**src/rtl/booth_divider_32_if.sv**
```systemverilog
// Handshake and result bundle between the arithmetic controller and the divider.
interface booth_divider_32_if #(
  parameter int WIDTH = 32
);
  logic                    start;
  logic signed [WIDTH-1:0] dividend;
  logic signed [WIDTH-1:0] divisor;
  logic signed [WIDTH-1:0] quotient;
  logic signed [WIDTH-1:0] remainder;
  logic                    busy;
  logic                    done;
  logic                    div_by_zero;

  modport master (
    output start, dividend, divisor,
    input  quotient, remainder, busy, done, div_by_zero
  );

  modport slave (
    input  start, dividend, divisor,
    output quotient, remainder, busy, done, div_by_zero
  );
endinterface

```
**src/rtl/booth_divider_32.sv**
```systemverilog
// Sequential signed divider: one restoring iteration per clock on a 2*WIDTH+1 bit
// shift/accumulate register, sign fix-up applied to the magnitudes at the end.
module booth_divider_32 #(
  parameter int WIDTH = 32
) (
  input logic               clk,
  input logic               rst_n,
  booth_divider_32_if.slave bus
);
  localparam int CW = $clog2(WIDTH + 1);

  typedef enum logic [1:0] {IDLE, CALC, FIX} state_t;

  state_t               state, state_nxt;
  logic [2*WIDTH:0]     acc;
  logic [2*WIDTH:0]     acc_sh;
  logic [2*WIDTH:0]     acc_nxt;
  logic [WIDTH:0]       trial;
  logic                 fits;
  logic [WIDTH-1:0]     dmag;
  logic [CW-1:0]        cnt;
  logic                 sign_q;
  logic                 sign_r;
  logic                 dbz;
  logic [WIDTH-1:0]     quot_r;
  logic [WIDTH-1:0]     rem_r;
  logic                 done_r;
  logic                 dbz_out;

  // Unsigned magnitude; the most negative value maps to 2^(WIDTH-1) without overflow.
  function automatic logic [WIDTH-1:0] mag(input logic signed [WIDTH-1:0] v);
    return v[WIDTH-1] ? (~v + WIDTH'(1)) : v;
  endfunction

  function automatic logic [WIDTH-1:0] apply_sign(input logic neg, input logic [WIDTH-1:0] v);
    return neg ? (~v + WIDTH'(1)) : v;
  endfunction

  always_ff @(posedge clk) begin
    if (!rst_n) state <= IDLE;
    else        state <= state_nxt;
  end

  always_comb begin
    state_nxt = state;
    case (state)
      IDLE: if (bus.start) state_nxt = (bus.divisor == '0) ? FIX : CALC;
      CALC: if (cnt == CW'(WIDTH - 1)) state_nxt = FIX;
      FIX:  state_nxt = IDLE;
      default: state_nxt = IDLE;
    endcase
  end

  // Iteration datapath: shift, trial subtract of the upper half, keep or restore.
  always_comb begin
    acc_sh  = {acc[2*WIDTH-1:0], 1'b0};
    fits    = acc_sh[2*WIDTH:WIDTH] >= {1'b0, dmag};
    trial   = acc_sh[2*WIDTH:WIDTH] - {1'b0, dmag};
    acc_nxt = fits ? {trial, acc_sh[WIDTH-1:1], 1'b1} : acc_sh;
  end

  always_ff @(posedge clk) begin
    if (!rst_n) begin
      acc     <= '0;
      dmag    <= '0;
      cnt     <= '0;
      sign_q  <= 1'b0;
      sign_r  <= 1'b0;
      dbz     <= 1'b0;
      quot_r  <= '0;
      rem_r   <= '0;
      done_r  <= 1'b0;
      dbz_out <= 1'b0;
    end else begin
      done_r <= 1'b0;
      case (state)
        IDLE: begin
          if (bus.start) begin
            sign_q  <= bus.dividend[WIDTH-1] ^ bus.divisor[WIDTH-1];
            sign_r  <= bus.dividend[WIDTH-1];
            acc     <= {(WIDTH + 1)'(0), mag(bus.dividend)};
            dmag    <= mag(bus.divisor);
            dbz     <= (bus.divisor == '0);
            cnt     <= '0;
            dbz_out <= 1'b0;
          end
        end
        CALC: begin
          acc <= acc_nxt;
          cnt <= cnt + CW'(1);
        end
        FIX: begin
          done_r <= 1'b1;
          // Divide-by-zero never iterated, so the low half still holds |dividend|.
          if (dbz) begin
            quot_r  <= '1;
            rem_r   <= apply_sign(sign_r, acc[WIDTH-1:0]);
            dbz_out <= 1'b1;
          end else begin
            quot_r  <= apply_sign(sign_q, acc[WIDTH-1:0]);
            rem_r   <= apply_sign(sign_r, acc[2*WIDTH-1:WIDTH]);
          end
        end
        default: ;
      endcase
    end
  end

  assign bus.quotient    = quot_r;
  assign bus.remainder   = rem_r;
  assign bus.busy        = (state != IDLE);
  assign bus.done        = done_r;
  assign bus.div_by_zero = dbz_out;
endmodule

```
**src/flat_wrapper.sv**
```systemverilog
// flat-port wrapper written by rule: the top's interface ports become plain ports
module booth_divider_32_flat 
#(
  parameter int WIDTH = 32
)
  (clk, rst_n, bus_start, bus_dividend, bus_divisor, bus_quotient, bus_remainder, bus_busy, bus_done, bus_div_by_zero);
  booth_divider_32_if #(.WIDTH(WIDTH)) bus_i ();
  input logic clk;
  input logic rst_n;
  input wire logic [$bits(bus_i.start)-1:0] bus_start;
  input wire logic [$bits(bus_i.dividend)-1:0] bus_dividend;
  input wire logic [$bits(bus_i.divisor)-1:0] bus_divisor;
  output wire logic [$bits(bus_i.quotient)-1:0] bus_quotient;
  output wire logic [$bits(bus_i.remainder)-1:0] bus_remainder;
  output wire logic [$bits(bus_i.busy)-1:0] bus_busy;
  output wire logic [$bits(bus_i.done)-1:0] bus_done;
  output wire logic [$bits(bus_i.div_by_zero)-1:0] bus_div_by_zero;
  assign bus_i.start = bus_start;
  assign bus_i.dividend = bus_dividend;
  assign bus_i.divisor = bus_divisor;
  assign bus_quotient = bus_i.quotient;
  assign bus_remainder = bus_i.remainder;
  assign bus_busy = bus_i.busy;
  assign bus_done = bus_i.done;
  assign bus_div_by_zero = bus_i.div_by_zero;
  booth_divider_32 #(.WIDTH(WIDTH)) u_core (.clk(clk), .rst_n(rst_n), .bus(bus_i));
endmodule
```
**config.mk**
```make
export PLATFORM = sky130hd
export DESIGN_NAME = booth_divider_32_flat
export DESIGN_NICKNAME = d
export VERILOG_FILES = /design/src/rtl/booth_divider_32_if.sv /design/src/rtl/booth_divider_32.sv /design/src/flat_wrapper.sv
export SDC_FILE = /design/constraint.sdc
export NUM_CORES = 1
export LEC_CHECK = 0
export BUFFER_PORTS_ARGS = -buffer_cell sky130_fd_sc_hd__buf_2
export CORE_MARGIN = 5
export CORE_UTILIZATION = 34
export DETAILED_ROUTE_END_ITERATION = 7
export GPL_TIMING_DRIVEN = 0
export PLACE_DENSITY_LB_ADDON = 0.3
export REMOVE_ABC_BUFFERS = 1
export SYNTH_ARGS = -nofsm -noshare
export SYNTH_HDL_FRONTEND = slang
export SYNTH_SLANG_ARGS = --single-unit
```
**constraint.sdc**
```tcl
create_clock -name clk -period 4.1 [get_ports clk]
set_input_delay 0.82 -clock clk [delete_from_list [all_inputs] [get_ports clk]]
set_output_delay 0.82 -clock clk [all_outputs]
set_load 0.03 [all_outputs]
```
==> results.py <==
metrics = {
    "layout": {
        "multiInputGateArea_um2": 7530,
        "antennaDiodeCount": 0,
        "nets": 1629,
        "layout.filler_cells": 3438,
        "ff_latch_area_um2": 3470,
        "final_common_cell": "nand2_1",
        "fin_cells": 1984,
        "layout-drive-gt1-share_pct": 13.4,
        "area.growth.synth_to_final_pct": 13.4,
        "layout_common_cells": "179 x nand2_1, 171 x dfxtp_1, 144 x o21ai_0",
    },
    "worst_setup_path": {
        "max_stage_delay_ps": 590,
        "slowest_stage": "and2_4",
        "setup.worst_path.class": "reg2reg",
        "worstPathCellList": "ha_1, a21oi_1, nand2_1, a211oi_1, o21ai_0, nor2b_1, o31ai_2, and2_4, nand2b_1, o21ai_0",
        "cp-end-kind": "register",
        "cp-start-kind": "register",
        "cp.arrival_ps": 3990,
        "reg2reg_depth": 10,
        "crit_fanout": 34,
        "cp_common_cell": "o21ai_0",
        "required_ps": 4420,
    },
    "clock_network": {
        "cts_tree": "yes",
        "cts_root_buf": "clkbuf_16",
        "numCtsBuffers": 17,
        "cts_setup_buffers": 0,
        "clockBufferDepth": 2,
        "clock_latency_ps": 440,
        "cts_sinks": 173,
        "cts.clk_slew.worst_paths_ps": 70,
        "htreeDepth": 4,
        "cts_hold_repair.buffers": 0,
    },
    "sta": {
        "setup-violations-final": 0,
        "fin_hold_ws_ps": 455,
        "tightest_slew_ps": 1210,
        "maxSlewViolCount": 0,
        "slew_headroom_pct": 19.3,
        "period_share_pct": 89.5,
        "fin_worst_skew_ps": 10.4,
        "fmax_mhz": 272,
        "finalCriticalPeriod_ps": 3670,
        "hold_violations": 0,
        "setup_tns_ps": 0,
        "rsz0062_at_grt": "no",
    },
    "grt": {
        "grt_pass1_wl_mm": 54.7,
        "groute.layer.met3.usage_pct": 3.36,
        "antenna_found_initial": 0,
        "use_met1_pct": 23.8,
        "grt-ovfl-total": 0,
        "grtUsageMet2_pct": 27.7,
        "grt_usage_pct": 17.3,
        "grt_busiest_layer": "met2",
        "grt_pass1_vias": 10200,
        "grt_max_degree": 96,
    },
    "logic_synthesis": {
        "yosysWarnings": 0,
        "synth_seq_cells": 173,
        "synth_edf_count": 0,
        "synth_async_sr_flop_share_pct": 0,
        "synth_ff_type": "dfxtp_1",
        "yosysSeqAreaShare_pct": 29.8,
        "netlist_instances": 1477,
        "synth_cell_types": 72,
        "syn_area_um2": 11600,
        "avgSynthCellArea_um2": 7.86,
    },
    "die": {
        "io-pin-count": 134,
        "core_um2": 33600,
        "die_area_um2": 38000,
        "chipHeight_um": 195,
        "start_util_pct": 34.6,
        "std_cell_rows": 67,
        "dieWidth_um": 195,
    },
    "power": {
        "pwr-share-clk_pct": 35.9,
        "vdd_drop_max_mv": 0.213,
        "power.density_nw_per_um2": 372,
        "leakage_nw": 5.59,
        "seq_power_share_pct": 38.7,
        "switching_share_pct": 32.5,
        "p_comb_share_pct": 25.4,
        "total_power_mw": 4.90,
        "p_int_mw": 3.31,
        "switching_power_mw": 1.59,
    },
    "outcome": {
        "status": "completed",
    },
    "worst_hold_path": {
        "timing.hold.worst.class": "reg2reg",
        "holdPathStages": 2,
    },
    "drt": {
        "drc": 0,
        "ant_nets": 0,
        "via_count": 10600,
        "routed_via_density": 5.34,
        "drt_wl_total_mm": 33.5,
        "routedWlPerCell_um": 16.9,
        "drtIter0Drc": 821,
        "first_pass_iters": 6,
    },
    "placed_design": {
        "routabilityCongestion": 0.867,
        "dp.final_hpwl_mm": 25.0,
        "dp.cells": 1953,
        "io_buffers": 133,
    },
    "flow_run": {
        "cap_violations": 0,
    },
}
sequential cells by signal, summed over array words and instances (netlist names):
register / cells
u_core.acc: 64
u_core.bus.quotient: 32
u_core.bus.remainder: 32
u_core.dmag: 32
u_core.cnt: 6
u_core.state: 2
u_core.bus.div_by_zero: 1
u_core.bus.done: 1
u_core.dbz: 1
u_core.sign_q: 1
u_core.sign_r: 1
worst max-delay path: cells and delay by family (launching register included):
kind            cells  cell delay (ps)
simple gates        4             1210
fa+ha+maj           1              410
compound gates      5             1360
flops               1              550
power by group through the flow:
stage / registers (mW) / logic [mW] / clock network (mW)
finish: 1.90 / 1.24 / 1.76
global route: 1.91 / 1.39 / 1.85
CTS: 1.90 / 1.24 / 1.79
detailed placement: 1.93 / 1.23 / 0
global placement: 1.94 / 1.21 / 0
floorplan: 1.94 / 0.841 / 0
Yosys cell counts (25+ instances only):
master    count  share of area (%)
clkbuf_1     90                2.9
dfxtp_1     173                 30
o21ai_0     144                6.2
nor2_1       64                2.1
ha_1         37                4.0
nand2_1     179                5.8
nor2b_1      60                3.2
o31ai_1      29                1.9
o211a_1      28                2.4
a21oi_1     108                4.7
xnor2_1      99                7.5
a222oi_1     28                2.4
inv_1        51                1.6
xor2_1       66                5.0
mux2i_1      25                2.2
cell families after synthesis:
logic type / after synthesis / share of synthesized area, %
simple gates: 467 / 20.5
buf+inv: 163 / 5.67
fa+ha+maj: 38 / 4.16
xor+xnor: 165 / 12.4
flops: 173 / 29.8
compound gates: 445 / 25.0
mux: 26 / 2.35
layer usage:
layer  vias up  share of wire (%)  wire [um]
li1       5387                  -          -
met1      4916                 48      15900
met2       263                 45      15200
met3        35                5.5       1840
met4         0                1.7        581
met5         -                  0          0
cell type report:
| class | count | area share (%) |
|---|---|---|
| clock buffer | 19 | 3.36 |
| clock inverter | 12 | 1.41 |
| inverter | 51 | 1.45 |
| multi-input combinational | 1141 | 57.2 |
| sequential | 173 | 26.3 |
| tap | 448 | 4.26 |
| timing repair buffer | 140 | 6.04 |
worst paths after layout:
path                                  from  slack, ps                        to
setup / recovery            u_core.acc[46]        430            u_core.acc[56]
hold / removal    u_core.bus.remainder[26]        450  u_core.bus.remainder[26]
setup reg to reg            u_core.acc[46]        430            u_core.acc[56]
hold reg to reg   u_core.bus.remainder[26]        450  u_core.bus.remainder[26]
per-stage QoR:
step	area, um^2	worst slack (ps)	util [%]
4_1_cts	13200	76.6	39.2
6_report	13200	429	39.2
5_1_grt	13200	107	39.2
2_1_floorplan	11100	415	-
3_5_place_dp	12500	-191	37.3
3_3_place_gp	12400	-1900	36.8
timing repair:
action                                 CTS  global route
gates resized for setup                  1             1
cloned                                   0             0
setup endpoints to repair               30            30
endpoints found under the hold margin    0             0
(Power assumes the default switching activity.)
